`src/rtl/lane_pack_pkg.sv`:
```
// Shared definitions for the lane packer and its wide-FIFO read-side unpacker.
// The packet layout is lane k at [k*WIDTH +: WIDTH] with the lane-valid mask
// occupying the top lanes-count bits.
package lane_pack_pkg;

    // Packer control states: collecting lanes, or holding a packet for write-out.
    typedef enum logic {
        ST_FILL = 1'b0,
        ST_EMIT = 1'b1
    } lane_state_t;

    // Total packet width: all data lanes plus one mask bit per lane.
    function automatic int pk_width(input int width, input int m_lanes);
        return m_lanes * width + m_lanes;
    endfunction

    // Bit position of mask bit 0 inside the packet word.
    function automatic int mask_lsb(input int width, input int m_lanes);
        return m_lanes * width;
    endfunction

    // Bit position of lane k's data inside the packet word.
    function automatic int lane_lsb(input int width, input int k);
        return k * width;
    endfunction

endpackage

```
`src/rtl/lane_packer.sv`:
```
// Serial-to-wide packer: gathers WIDTH-bit words into an M_LANES-lane packet
// with a contiguous lane-valid mask and writes it to a wide FIFO. Partial
// packets leave on an explicit flush or after FLUSH_TO idle cycles.
//
// Handshakes: an input word transfers on any cycle where i_in_valid and
// o_in_ready are both high. A packet transfers on any cycle where o_pk_en is
// high; o_pk_en is only raised while i_pk_full is low, and o_pk_data is held
// stable for as long as the packet waits on a full FIFO.
module lane_packer
    import lane_pack_pkg::*;
#(
    parameter int WIDTH    = 8,
    parameter int M_LANES  = 2,
    parameter int FLUSH_TO = 16
) (
    input  logic                                      i_clk,
    input  logic                                      i_rstn,
    input  logic                                      i_in_valid,
    output logic                                      o_in_ready,
    input  logic [WIDTH-1:0]                          i_in_data,
    input  logic                                      i_flush,
    output logic                                      o_pk_en,
    input  logic                                      i_pk_full,
    output logic [pk_width(WIDTH, M_LANES)-1:0]       o_pk_data,
    output logic [$clog2(M_LANES+1)-1:0]              o_lane_cnt
);

    localparam int MP = mask_lsb(WIDTH, M_LANES);
    localparam int CW = $clog2(M_LANES + 1);
    // Timer must hold FLUSH_TO itself; keep one bit when auto-emit is disabled.
    localparam int TW = (FLUSH_TO > 0) ? $clog2(FLUSH_TO + 1) : 1;

    lane_state_t              state_q, state_d;
    logic [M_LANES*WIDTH-1:0] data_q, data_d;
    logic [M_LANES-1:0]       mask_q, mask_d;
    logic [CW-1:0]            cnt_q, cnt_d;
    logic [TW-1:0]            idle_q, idle_d;
    logic                     accept;
    logic                     last_lane;
    logic                     flush_go;
    logic                     timeout;

    // Next-state, lane writes, idle timer and handshake outputs.
    always_comb begin
        state_d    = state_q;
        data_d     = data_q;
        mask_d     = mask_q;
        cnt_d      = cnt_q;
        idle_d     = idle_q;
        o_in_ready = (state_q == ST_FILL);
        o_pk_en    = 1'b0;
        accept     = 1'b0;
        last_lane  = 1'b0;
        flush_go   = 1'b0;
        timeout    = 1'b0;

        case (state_q)
            ST_FILL: begin
                accept = i_in_valid;
                if (accept) begin
                    // Lanes fill strictly upward so the mask stays contiguous.
                    for (int k = 0; k < M_LANES; k++) begin
                        if (cnt_q == CW'(k)) begin
                            data_d[lane_lsb(WIDTH, k) +: WIDTH] = i_in_data;
                            mask_d[k] = 1'b1;
                        end
                    end
                    cnt_d     = cnt_q + CW'(1);
                    idle_d    = '0;
                    last_lane = (cnt_q == CW'(M_LANES - 1));
                end else if ((FLUSH_TO != 0) && (|mask_q)) begin
                    idle_d  = idle_q + TW'(1);
                    timeout = (idle_q == TW'(FLUSH_TO - 1));
                end
                // Flush looks at the post-accept mask so a coinciding word rides along.
                flush_go = i_flush && (|mask_d);
                if (last_lane || flush_go || timeout) begin
                    state_d = ST_EMIT;
                end
            end

            ST_EMIT: begin
                o_pk_en = ~i_pk_full;
                if (o_pk_en) begin
                    data_d  = '0;
                    mask_d  = '0;
                    cnt_d   = '0;
                    idle_d  = '0;
                    state_d = ST_FILL;
                end
            end

            default: begin
                state_d = ST_FILL;
            end
        endcase
    end

    // State, packet and timer registers; reset discards any partial packet.
    always_ff @(posedge i_clk or negedge i_rstn) begin
        if (!i_rstn) begin
            state_q <= ST_FILL;
            data_q  <= '0;
            mask_q  <= '0;
            cnt_q   <= '0;
            idle_q  <= '0;
        end else begin
            state_q <= state_d;
            data_q  <= data_d;
            mask_q  <= mask_d;
            cnt_q   <= cnt_d;
            idle_q  <= idle_d;
        end
    end

    // The packet word is the registered lanes plus mask, driven continuously.
    assign o_pk_data[MP +: M_LANES] = mask_q;
    assign o_pk_data[MP-1:0]        = data_q;
    assign o_lane_cnt               = cnt_q;

endmodule

```
`config.mk`:
```
export PLATFORM = sky130hd
export DESIGN_NAME = lane_packer
export DESIGN_NICKNAME = d
export VERILOG_FILES = /design/src/rtl/lane_pack_pkg.sv /design/src/rtl/lane_packer.sv
export SDC_FILE = /design/constraint.sdc
export NUM_CORES = 1
export LEC_CHECK = 0
export CORE_MARGIN = 5
export CORE_UTILIZATION = 35
export DETAILED_ROUTE_END_ITERATION = 12
export HOLD_SLACK_MARGIN = 0.15
export SYNTH_ARGS = -nofsm -noshare
export SYNTH_HDL_FRONTEND = slang
export SYNTH_SLANG_ARGS = --single-unit
```
`constraint.sdc`:
```
create_clock -name i_clk -period 2.16 [get_ports i_clk]
set_input_delay 0.216 -clock i_clk [delete_from_list [all_inputs] [get_ports i_clk]]
set_output_delay 0.216 -clock i_clk [all_outputs]
set_load 0.02 [all_outputs]
```
==> report_table.html <==
<table>
<tr><th>Metric</th><th>Value</th></tr>
<tr><th colspan="2">Yosys</th></tr>
<tr><td>Net Count, Synth</td><td>between 100 and 150</td></tr>
<tr><td>Synthesized area per cell</td><td>10.7 µm²</td></tr>
<tr><td>Post-synth design cell area</td><td>1230 µm²</td></tr>
<tr><td>Number of enable flip-flop cells after synthesis</td><td>0</td></tr>
<tr><td>Share of flip-flops with an asynchronous set or reset</td><td>100%</td></tr>
<tr><td>Number of standard cells after synthesis</td><td>about 120</td></tr>
<tr><td>Unique masters post-synth</td><td>24</td></tr>
<tr><td>Most common cell in the netlist</td><td>sky130_fd_sc_hd__dfrtp_1</td></tr>
<tr><td>Synthesis-stage register bit count</td><td>26</td></tr>
<tr><td>Cell types occupying the most area after synthesis</td><td>sky130_fd_sc_hd__dfrtp_1, sky130_fd_sc_hd__nand3_1, sky130_fd_sc_hd__o21ai_0</td></tr>
<tr><td>Number of synthesis warnings</td><td>0</td></tr>
<tr><td>Area share of the leading cell type in the synthesized netlist</td><td>a little over half</td></tr>
<tr><td>Cell accounting for the most synthesized area</td><td>sky130_fd_sc_hd__dfrtp_1</td></tr>
<tr><td>Commonest cells in the synthesized netlist</td><td>sky130_fd_sc_hd__dfrtp_1, sky130_fd_sc_hd__nand3_1, sky130_fd_sc_hd__o21ai_0</td></tr>
<tr><td>Sequential fraction of the synthesis area</td><td>a little over half</td></tr>
<tr><td>Synth Flop Type</td><td>sky130_fd_sc_hd__dfrtp_1</td></tr>
<tr><th colspan="2">Routing</th></tr>
<tr><td>Routed WL per cell</td><td>13.5 µm</td></tr>
<tr><td>Post-route DRC</td><td>0</td></tr>
<tr><td>Total via count after detailed routing</td><td>about 930</td></tr>
<tr><td>Drt pass-1 iters</td><td>4</td></tr>
<tr><td>Via count normalized by instance count</td><td>around 4.8</td></tr>
<tr><td>First DRT Iteration DRCs</td><td>31</td></tr>
<tr><td>Number of antenna-violating nets in the routed design</td><td>0</td></tr>
<tr><td>Drt total wl</td><td>2.63 mm</td></tr>
<tr><th colspan="2">CTS</th></tr>
<tr><td>Number of levels the H-tree was split into</td><td>1</td></tr>
<tr><td>Clk slew on worst S/H paths</td><td>0.13 ns</td></tr>
<tr><td>Count of hold buffers inserted by post-cts repair</td><td>0</td></tr>
<tr><td>Clock net sink count</td><td>26</td></tr>
<tr><td>Worst-case clock buffer depth</td><td>2</td></tr>
<tr><td>Post-CTS Setup Bufs</td><td>0</td></tr>
<tr><td>Gates resized, CTS repair</td><td>0</td></tr>
<tr><td>Clock insertion delay at the later pin of the skew report</td><td>about 0.31 ns</td></tr>
<tr><td>Clock tree from TritonCTS</td><td>yes</td></tr>
<tr><td>Cell at the root of the clock tree</td><td>sky130_fd_sc_hd__clkbuf_4</td></tr>
<tr><td>CTS Buf Count</td><td>3</td></tr>
<tr><th colspan="2">Power and ir drop</th></tr>
<tr><td>Comb pwr share</td><td>between 50% and 60%</td></tr>
<tr><td>Power share of the sequential group</td><td>about two fifths</td></tr>
<tr><td>Power per cell area</td><td>between 1000 and 1500 nW/µm²</td></tr>
<tr><td>Power dissipated by switching net loads</td><td>roughly 0.88 mW</td></tr>
<tr><td>Standby leakage power</td><td>about 0.76 nW</td></tr>
<tr><td>Fraction of power consumed by the clock network</td><td>a little under a tenth</td></tr>
<tr><td>Highest ir drop seen on vdd</td><td>roughly 0.70 mV</td></tr>
<tr><td>Internal power</td><td>roughly 1.3 mW</td></tr>
<tr><td>Share of total power consumed by net switching</td><td>approximately 41%</td></tr>
<tr><th colspan="2">Final layout</th></tr>
<tr><td>Fraction of layout instances using a drive strength above 1</td><td>under 10%</td></tr>
<tr><td>Diode count</td><td>0</td></tr>
<tr><td>Final net count</td><td>167</td></tr>
<tr><td>Area growth from synthesis to final layout</td><td>31.7%</td></tr>
<tr><td>Share of the core filled with cells</td><td>around half</td></tr>
<tr><td>Fillers</td><td>between 300 and 400</td></tr>
<tr><th colspan="2">Die</th></tr>
<tr><td>Site row count</td><td>21</td></tr>
<tr><td>Top-level I/O count</td><td>35</td></tr>
<tr><td>Die footprint</td><td>slightly below 5000 µm²</td></tr>
<tr><td>Placeable core region</td><td>around 3400 µm²</td></tr>
<tr><td>Effective utilization at floorplan</td><td>between 30% and 40%</td></tr>
<tr><td>Width of the chip</td><td>69.3 µm</td></tr>
<tr><td>Die Ht</td><td>~69 µm</td></tr>
<tr><th colspan="2">Placement</th></tr>
<tr><td>Number of buffer cells added on primary ports</td><td>34</td></tr>
<tr><td>DP Wirelength</td><td>between 1.5 and 2 mm</td></tr>
<tr><td>Final estimated routing congestion in global placement</td><td>around 0.74</td></tr>
<tr><th colspan="2">Timing</th></tr>
<tr><td>Final clock period utilization by the worst path</td><td>between 90% and 100%</td></tr>
<tr><td>Highest achievable clock rate</td><td>approximately 0.51 GHz</td></tr>
<tr><td>Tmin final</td><td>1.98 ns</td></tr>
<tr><td>Setup Total Neg Slack</td><td>0 ns</td></tr>
<tr><td>Final-report hold violation count</td><td>0</td></tr>
<tr><td>Final setup violation count</td><td>0</td></tr>
<tr><td>Setup clock skew after layout</td><td>about 0.0062 ns</td></tr>
<tr><td>Max Transition Viols Final</td><td>0</td></tr>
<tr><td>Pin slew with the least headroom to its limit</td><td>0.475 ns</td></tr>
<tr><td>Slew margin rel.</td><td>approximately 70%</td></tr>
<tr><td>Unrepaired setup endpoints after global routing</td><td>no</td></tr>
<tr><th colspan="2">Global routing</th></tr>
<tr><td>Wire length of the first global-routing pass</td><td>4.69 mm</td></tr>
<tr><td>Global route overflow</td><td>0</td></tr>
<tr><td>Maximum number of pins on one net before global-route repair</td><td>27</td></tr>
<tr><td>Via count of the first global-routing pass</td><td>between 900 and 1k</td></tr>
<tr><td>Antenna violations before repair</td><td>0</td></tr>
<tr><td>Overall Global Routing Usage</td><td>11.8%</td></tr>
<tr><th colspan="2">Setup path</th></tr>
<tr><td>Master of the slowest instance on the critical path</td><td>sky130_fd_sc_hd__dfrtp_1</td></tr>
<tr><td>CP arrival</td><td>between 1.5 and 2 ns</td></tr>
<tr><td>Worst setup path class</td><td>reg2out</td></tr>
<tr><td>Largest driver fanout on the critical path</td><td>13</td></tr>
<tr><td>Launching element type of the critical path</td><td>flop</td></tr>
<tr><td>Critical Path Sink Type</td><td>output pin</td></tr>
<tr><td>Sequence of cells on the critical path</td><td>nand2b_4, inv_1, clkdlybuf4s50_1</td></tr>
<tr><td>Data required time of the critical path</td><td>1.94 ns</td></tr>
<tr><td>Largest stage delay on the critical path</td><td>0.66 ns</td></tr>
<tr><th colspan="2">Worst hold path</th></tr>
<tr><td>Class of the worst hold path</td><td>in2async</td></tr>
<tr><th colspan="2">Outcome</th></tr>
<tr><td>Result of the run</td><td>complete, no violations</td></tr>
<tr><th colspan="2">Job</th></tr>
<tr><td>Number of max-capacitance violations reported</td><td>0</td></tr>
</table>
[registers in the layout (all words and copies together) (netlist names)]
signal,cells
data_q,16
idle_q,5
mask_q,2
o_lane_cnt,2
state_q,1
[cells in the final DEF (no fill, tap or decap), types with 2 or more instances in the layout]
cell	netlist	final
sky130_fd_sc_hd__clkdlybuf4s50_1	0	34
sky130_fd_sc_hd__dfrtp_1	26	26
sky130_fd_sc_hd__nand3_1	17	17
sky130_fd_sc_hd__o21ai_0	17	17
sky130_fd_sc_hd__inv_1	14	14
sky130_fd_sc_hd__a32o_1	5	5
sky130_fd_sc_hd__a21oi_1	4	4
sky130_fd_sc_hd__ha_1	4	4
sky130_fd_sc_hd__nand2_1	3	3
sky130_fd_sc_hd__xnor2_1	3	3
sky130_fd_sc_hd__clkbuf_4	0	3
sky130_fd_sc_hd__buf_4	2	3
sky130_fd_sc_hd__nand3b_4	2	2
sky130_fd_sc_hd__nor2_2	2	2
sky130_fd_sc_hd__mux2i_1	2	2
[worst paths after layout]
path,startpoint,endpoint,slack (ns),cells past startpoint
min in group i_clk,i_in_data[3],data_q[3]$_DFFE_PN0P_,0.45,3
max reg2reg,idle_q[0]$_DFFE_PN0P_,idle_q[4]$_DFFE_PN0P_,0.65,5
min,i_rstn,data_q[4]$_DFFE_PN0P_,0.26,2
max in group asynchronous,i_rstn,data_q[5]$_DFFE_PN0P_,1.65,2
max,state_q$_DFF_PN0_,o_pk_en,0.18,3
min reg2reg,data_q[6]$_DFFE_PN0P_,data_q[6]$_DFFE_PN0P_,0.51,2
[worst max-delay path, delay by kind of cell, from the launching register on]
kind                   cells  cell delay [ns]
AND/OR/NAND/NOR            1             0.08
flip-flops                 1             0.66
buffers and inverters      2             0.71
[through the flow]
step	setup WS, ns	hold slack (ns)	area, µm²	power, mW	cells
5_1_grt	0.0925	0.274	1620	2.30	194
2_1_floorplan	0.761	-0.0796	1230	1.47	115
3_5_place_dp	0.448	0.490	1600	1.97	191
4_1_cts	0.165	0.268	1620	2.18	194
6_report	0.185	0.264	1620	2.14	194
3_3_place_gp	0.467	0.483	1600	1.95	191
[metal layers]
| layer | track usage (%) | part of all wire, % | vias up |
|---|---|---|---|
| met5 | 0 | 0 | - |
| met4 | 3.25 | 0.34 | 0 |
| met3 | 4.49 | 7.6 | 2 |
| met2 | 18.9 | 45 | 26 |
| met1 | 14.7 | 47 | 439 |
| li1 | - | - | 464 |
[cell families (layout without fill, tap and decap cells)]
kind of cell | Yosys count | in the layout | synth area share (%)
compound gates | 31 | 31 | 15.3
mux | 3 | 3 | 2.85
flops | 26 | 26 | 52.8
fa+ha+maj | 4 | 4 | 4.07
xor+xnor | 3 | 3 | 2.13
simple gates | 27 | 27 | 14.2
buf+inv | 21 | 54 | 8.54
[area by class of cell]
class	instances	area, µm²	share of cell area [%]
multi-input combinational	68	475	29.3
inverter	14	52.6	3.24
timing repair buffer	37	363	22.4
sequential	26	651	40.1
clock buffer	3	22.5	1.39
tap	46	57.6	3.55
[power groups by stage]
stage                     clock [mW]  combinational (mW)  sequential [mW]
final                          0.194                1.09            0.852
after global routing           0.220                1.20            0.882
after CTS                      0.208                1.12            0.853
after detailed placement           0                1.12            0.856
after global placement             0                1.10            0.858
after floorplan                    0               0.448             1.02
Power figures use the tool's default switching activity.
